[config.mk]
export PLATFORM = sky130hd
export DESIGN_NAME = multi_edge_pulser
export DESIGN_NICKNAME = d
export VERILOG_FILES = /design/src/rtl/edge_pulser_pkg.sv /design/src/rtl/edge_pulser_ch.sv /design/src/rtl/multi_edge_pulser.sv
export SDC_FILE = /design/constraint.sdc
export NUM_CORES = 1
export LEC_CHECK = 0
export ABC_AREA = 1
export BUFFER_PORTS_ARGS = -buffer_cell sky130_fd_sc_hd__buf_4
export CAP_MARGIN = 20
export CORE_MARGIN = 2
export CORE_UTILIZATION = 55
export DETAILED_ROUTE_END_ITERATION = 10
export PLACE_DENSITY = 0.74
export REMOVE_ABC_BUFFERS = 1
export SYNTH_ARGS = -nofsm -noshare
export SYNTH_HDL_FRONTEND = slang
export SYNTH_SLANG_ARGS = --single-unit
[constraint.sdc]
create_clock -name clk -period 1.3 [get_ports clk]
set_clock_uncertainty 0.05 [all_clocks]
set_input_delay 0.195 -clock clk [delete_from_list [all_inputs] [get_ports clk]]
set_output_delay 0.195 -clock clk [all_outputs]
set_load 0.01 [all_outputs]
[src/rtl/edge_pulser_pkg.sv]
// Shared constants for the multi-channel edge pulser: FSM state encoding, edge-mode codes
// and the edge/mode qualification helper.
package edge_pulser_pkg;

    localparam logic [1:0] LOW    = 2'b00;
    localparam logic [1:0] HIGH   = 2'b01;
    localparam logic [1:0] REPEAT = 2'b10;

    localparam logic [1:0] MODE_RISE = 2'b00;
    localparam logic [1:0] MODE_FALL = 2'b01;
    localparam logic [1:0] MODE_BOTH = 2'b10;
    localparam logic [1:0] MODE_NONE = 2'b11;

    localparam int CNT_W   = 8;
    localparam int TIMER_W = 16;

    // True when a level flip in the given direction should raise a pulse.
    function automatic logic edge_match(input logic [1:0] mode, input logic rising);
        case (mode)
            MODE_RISE: return rising;
            MODE_FALL: return !rising;
            MODE_BOTH: return 1'b1;
            default:   return 1'b0;
        endcase
    endfunction

endpackage

[src/rtl/edge_pulser_ch.sv]
// One channel: two-flop synchroniser, debounce counter, LOW/HIGH/REPEAT state machine and
// registered pulse. Auto-repeat exists only when MULTI_EDGE_PULSER_REPEAT_EN is defined.
module edge_pulser_ch
    import edge_pulser_pkg::*;
#(
    parameter int DEBOUNCE_CYCLES = 4,
    parameter int REPEAT_DELAY    = 100,
    parameter int REPEAT_PERIOD   = 20
) (
    input  logic       clk,
    input  logic       rst,
    input  logic       in,
    input  logic [1:0] mode,
    input  logic       en,
    output logic       level,
    output logic       pulse
);

    localparam logic [CNT_W-1:0] CNT_LAST = CNT_W'(DEBOUNCE_CYCLES - 1);

    logic             sync1_reg, sync2_reg;
    logic [CNT_W-1:0] cnt_reg, cnt_next;
    logic             level_reg, level_next;
    logic             pulse_reg, pulse_next;
    logic [1:0]       state_reg, state_next;
    logic             flip, edge_hit;

`ifdef MULTI_EDGE_PULSER_REPEAT_EN
    localparam logic [TIMER_W-1:0] DELAY_LAST  = TIMER_W'(REPEAT_DELAY - 1);
    localparam logic [TIMER_W-1:0] PERIOD_LAST = TIMER_W'(REPEAT_PERIOD - 1);

    logic [TIMER_W-1:0] timer_reg, timer_next;
    logic               rep_hit;
`endif

    always_comb begin
        flip       = (sync2_reg != level_reg) && (cnt_reg == CNT_LAST);
        edge_hit   = flip && en && edge_match(mode, !level_reg);
        level_next = level_reg ^ flip;
        cnt_next   = (sync2_reg == level_reg || flip) ? '0 : cnt_reg + 1'b1;
        state_next = state_reg;
        if (flip) begin
            state_next = level_reg ? LOW : HIGH;
        end
`ifdef MULTI_EDGE_PULSER_REPEAT_EN
        // Timer runs only while repeats are allowed; any flip or disable restarts it.
        timer_next = '0;
        rep_hit    = 1'b0;
        if (!flip && en && (mode == MODE_RISE || mode == MODE_BOTH)) begin
            if (state_reg == HIGH) begin
                if (timer_reg == DELAY_LAST) begin
                    rep_hit    = 1'b1;
                    state_next = REPEAT;
                end else begin
                    timer_next = timer_reg + 1'b1;
                end
            end else if (state_reg == REPEAT) begin
                if (timer_reg == PERIOD_LAST) begin
                    rep_hit = 1'b1;
                end else begin
                    timer_next = timer_reg + 1'b1;
                end
            end
        end
        pulse_next = edge_hit | rep_hit;
`else
        pulse_next = edge_hit;
`endif
    end

    always_ff @(posedge clk) begin
        if (rst) begin
            sync1_reg <= 1'b0;
            sync2_reg <= 1'b0;
            cnt_reg   <= '0;
            level_reg <= 1'b0;
            pulse_reg <= 1'b0;
            state_reg <= LOW;
`ifdef MULTI_EDGE_PULSER_REPEAT_EN
            timer_reg <= '0;
`endif
        end else begin
            sync1_reg <= in;
            sync2_reg <= sync1_reg;
            cnt_reg   <= cnt_next;
            level_reg <= level_next;
            pulse_reg <= pulse_next;
            state_reg <= state_next;
`ifdef MULTI_EDGE_PULSER_REPEAT_EN
            timer_reg <= timer_next;
`endif
        end
    end

    assign level = level_reg;
    assign pulse = pulse_reg;

endmodule

[src/rtl/multi_edge_pulser.sv]
// WIDTH independent debounced edge-pulse channels plus an any-pulse summary.
// Optional auto-repeat of held-high channels: define MULTI_EDGE_PULSER_REPEAT_EN.
module multi_edge_pulser
    import edge_pulser_pkg::*;
#(
    parameter int WIDTH           = 4,
    parameter int DEBOUNCE_CYCLES = 4,
    parameter int REPEAT_DELAY    = 100,
    parameter int REPEAT_PERIOD   = 20
) (
    input  logic             clk,
    input  logic             rst,
    input  logic [WIDTH-1:0] in,
    input  logic [1:0]       mode,
    input  logic             en,
    output logic [WIDTH-1:0] level,
    output logic [WIDTH-1:0] pulse,
    output logic             any_pulse
);

    for (genvar gi = 0; gi < WIDTH; gi++) begin : g_ch
        edge_pulser_ch #(
            .DEBOUNCE_CYCLES (DEBOUNCE_CYCLES),
            .REPEAT_DELAY    (REPEAT_DELAY),
            .REPEAT_PERIOD   (REPEAT_PERIOD)
        ) u_ch (
            .clk   (clk),
            .rst   (rst),
            .in    (in[gi]),
            .mode  (mode),
            .en    (en),
            .level (level[gi]),
            .pulse (pulse[gi])
        );
    end

    assign any_pulse = |pulse;

endmodule
==> results by group <==
Outcome
  • Run status: finished clean

Critical path
  • Register-to-register setup slack: 0.07 ns
  • Worst reg-to-reg path cell count: 4
  • CP arrival: 1.36 ns
  • Max incr delay on CP: 0.36 ns
  • CP max stage cell: dfxtp_1
  • Crit-path cells: ha_1 > nand3_2 > o21ai_4 > nor2_1
  • Crit path launch type: flip-flop
  • CP max FO: 7
  • CP required: 1.43 ns
  • Worst setup EP type: flip-flop
  • Crit Path Class: reg2reg

Logic synthesis
  • Adder-Cell Fraction of Synth Area: 2.17%
  • Post-synthesis xor/xnor area fraction: 2.28%
  • Synthesized flop and latch total: 48
  • YS warnings: 0
  • Synthesized area: 2310 sq um
  • Syn Area/Cell: 6.50 sq um
  • Post-synthesis mux area share: 0%
  • Sequential area share after synthesis: 41.7%
  • Post-synth cell types: 18
  • Post-synthesis compound-gate area fraction: 5.15%
  • Simple-gate area share of the yosys netlist: 35.6%
  • Largest family of logic cells by synthesized area: simple AND/OR/NAND/NOR gates
  • Gate Count Post-Synth: 355

Layout
  • Fill count: 394
  • Multi-input logic area: 1090 sq um
  • Total Nets Final: 386
  • Share of cells above drive strength 1: 11.2%
  • Final Cell Area: 2590 sq um
  • Ant diodes: 0
  • Layout Cells excl Fill: 424
  • Largest register FFs: 32
  • Area growth syn-to-layout: 12.4%
  • FF+latch area: 961 sq um

GRT
  • GRT Util Overall: 18.9%
  • Global route overflow: 0
  • Largest net degree at the start of global routing: 15
  • Vias in the first global route: 1672
  • Initial antenna violation count: 0
  • First-pass GRT wire length: 6730 microns

Routing
  • Vias: 1967
  • Routed vias/inst: 4.64
  • Final wirelength: 3890 microns
  • DR DRC count: 0
  • WL/cell: 9.18 microns
  • 1st-iter DRT viols: 100
  • 1st-pass router iterations: 6
  • Antenna viol nets, final: 0

Floorplan
  • Die H: 68.8 microns
  • Die ar.: 4730 sq um
  • IO Count: 18
  • Cell row count: 23
  • Die Width: 68.8 microns
  • CORE AREA: 4030 sq um
  • Initial cell density of the core: 57.2%

Timing
  • Post-layout minimum cycle time: 1.23 ns
  • Max Slew Vio Count: 0
  • Fmax: 815 MHz
  • Slew @ Worst Pin: 0.364 ns
  • Setup ws final: 0.0736 ns
  • Final period utilization: 94.3%
  • Setup Viol. Count Final: 0
  • Max-Slew Margin vs Limit: 75.6%
  • Final Hold Fails: 0
  • Setup TNS: 0 ns

Clock network
  • Clock transition at path regs: 0.08 ns
  • Htree depth: 2
  • Worst skew pair latency: 0.29 ns
  • Post-CTS Hold Buffers: 0
  • Clock Tree Buf Depth: 2
  • Clk sinks: 48
  • CTS Buf Count: 5
  • CTS resizes: 0
  • Clk root buf: clkbuf_8
  • Post-CTS setup buffers: 0
  • CTS tree: done

Run
  • Max Cap Viol: 0

Min path
  • Min-delay worst type: in2reg
  • Cell count of the worst hold path: 3

Power
  • Final Power: 0.00247 W
  • Pwr Density: 952 nW/um^2
  • Peak VDD IR: 0.649 mV
  • Static leakage: 1.15 nW

Place
  • Port Buffer Count: 17
  • GPL Wtd Cong: 0.794
  • Placed inst area: 2450 sq um
  • Pre-CTS setup slack: 0.0300 ns
  • Final HPWL DP: 2940 microns
  • Placed Instances: 416
## critical path: cells and delay by family (launching register included)
kind,cells,cell delay (ns)
AOI/OAI and AO/OA,1,0.23
adders and majority gates,1,0.26
DFF,1,0.36
and+or+nand+nor,2,0.21
## stage by stage
| step | util, % | hold slack, ns |
|---|---|---|
| after detailed placement | 60.7 | 0.348 |
| after floorplan | - | 0.216 |
| after global routing | 64.3 | 0.0654 |
| after global placement | 60.7 | 0.345 |
| after CTS | 63.0 | 0.0398 |
| final | 64.3 | 0.0529 |
## synth_stat cells
master	instances	share of area, %
nor2_1	81	13
nor3_1	4	0.87
inv_1	60	9.8
or2_2	2	0.54
nand4_1	2	0.54
nand3_1	26	5.6
ha_1	4	2.2
a21oi_1	15	3.3
nand2_1	86	14
xor2_1	4	1.5
buf_6	1	0.49
xnor2_1	2	0.76
nand2_2	3	0.81
inv_4	1	0.27
dfxtp_1	48	42
buf_4	8	2.6
o21ai_2	1	0.38
o21ai_0	7	1.5
## kinds of logic after synthesis
logic type,after synthesis
AOI/OAI and AO/OA,23
xor gates and xnor gates,6
adders and majority gates,4
buffers and inverters,70
DFF,48
and+or+nand+nor,204
## worst paths after layout
kind	end	startpoint
worst min-delay path	g_ch[2].u_ch.sync1_reg	in[2]
worst min register to register	g_ch[3].u_ch.sync2_reg	g_ch[3].u_ch.sync1_reg
worst max register to register	g_ch[1].u_ch.cnt_reg[4]	g_ch[1].u_ch.cnt_reg[0]
worst max-delay path	g_ch[1].u_ch.cnt_reg[4]	g_ch[1].u_ch.cnt_reg[0]
## report_power, final
part / total (W) / leakage, nW / internal, W / switching [W]
combinational: 0.0000876 / 0.708 / 0.0000378 / 0.0000497
clock: 0.000890 / 0.0510 / 0.000425 / 0.000465
sequential: 0.00149 / 0.389 / 0.00148 / 0.00000769
total: 0.00247 / 1.15 / 0.00195 / 0.000523
## layer usage
layer	routed length [microns]	GRT usage [%]	share of wire, %	up-vias
met1	1960	24.8	50	834
met2	1720	29.9	44	33
met3	181	5.19	4.7	2
met5	0	0	0	-
met4	28	6.62	0.72	0
li1	-	-	-	1098
## cell usage in the layout (no fill, tap or decap)
cell type	count
inv_4	1
nand2_4	3
clkbuf_8	6
xnor2_1	2
nor3_1	4
o21ai_0	7
o21ai_4	1
ha_2	2
nand4_1	2
nand2_1	86
nand3_1	25
nor2_2	3
inv_1	60
ha_1	1
or2_2	2
nand3_2	1
clkinv_2	2
nor2_1	78
ha_4	1
xor2_1	4
buf_4	20
a21oi_1	15
dfxtp_1	48
## cell type report
class / instances / share of cell area, %
Multi-Input combinational cell: 237 / 42.2
Sequential cell: 48 / 37.1
Inverter: 61 / 8.93
Timing Repair Buffer: 20 / 5.79
Clock buffer: 6 / 3.19
Tap cell: 50 / 2.41
Clock inverter: 2 / 0.386
Note: power is estimated with default switching activity, not from simulation.
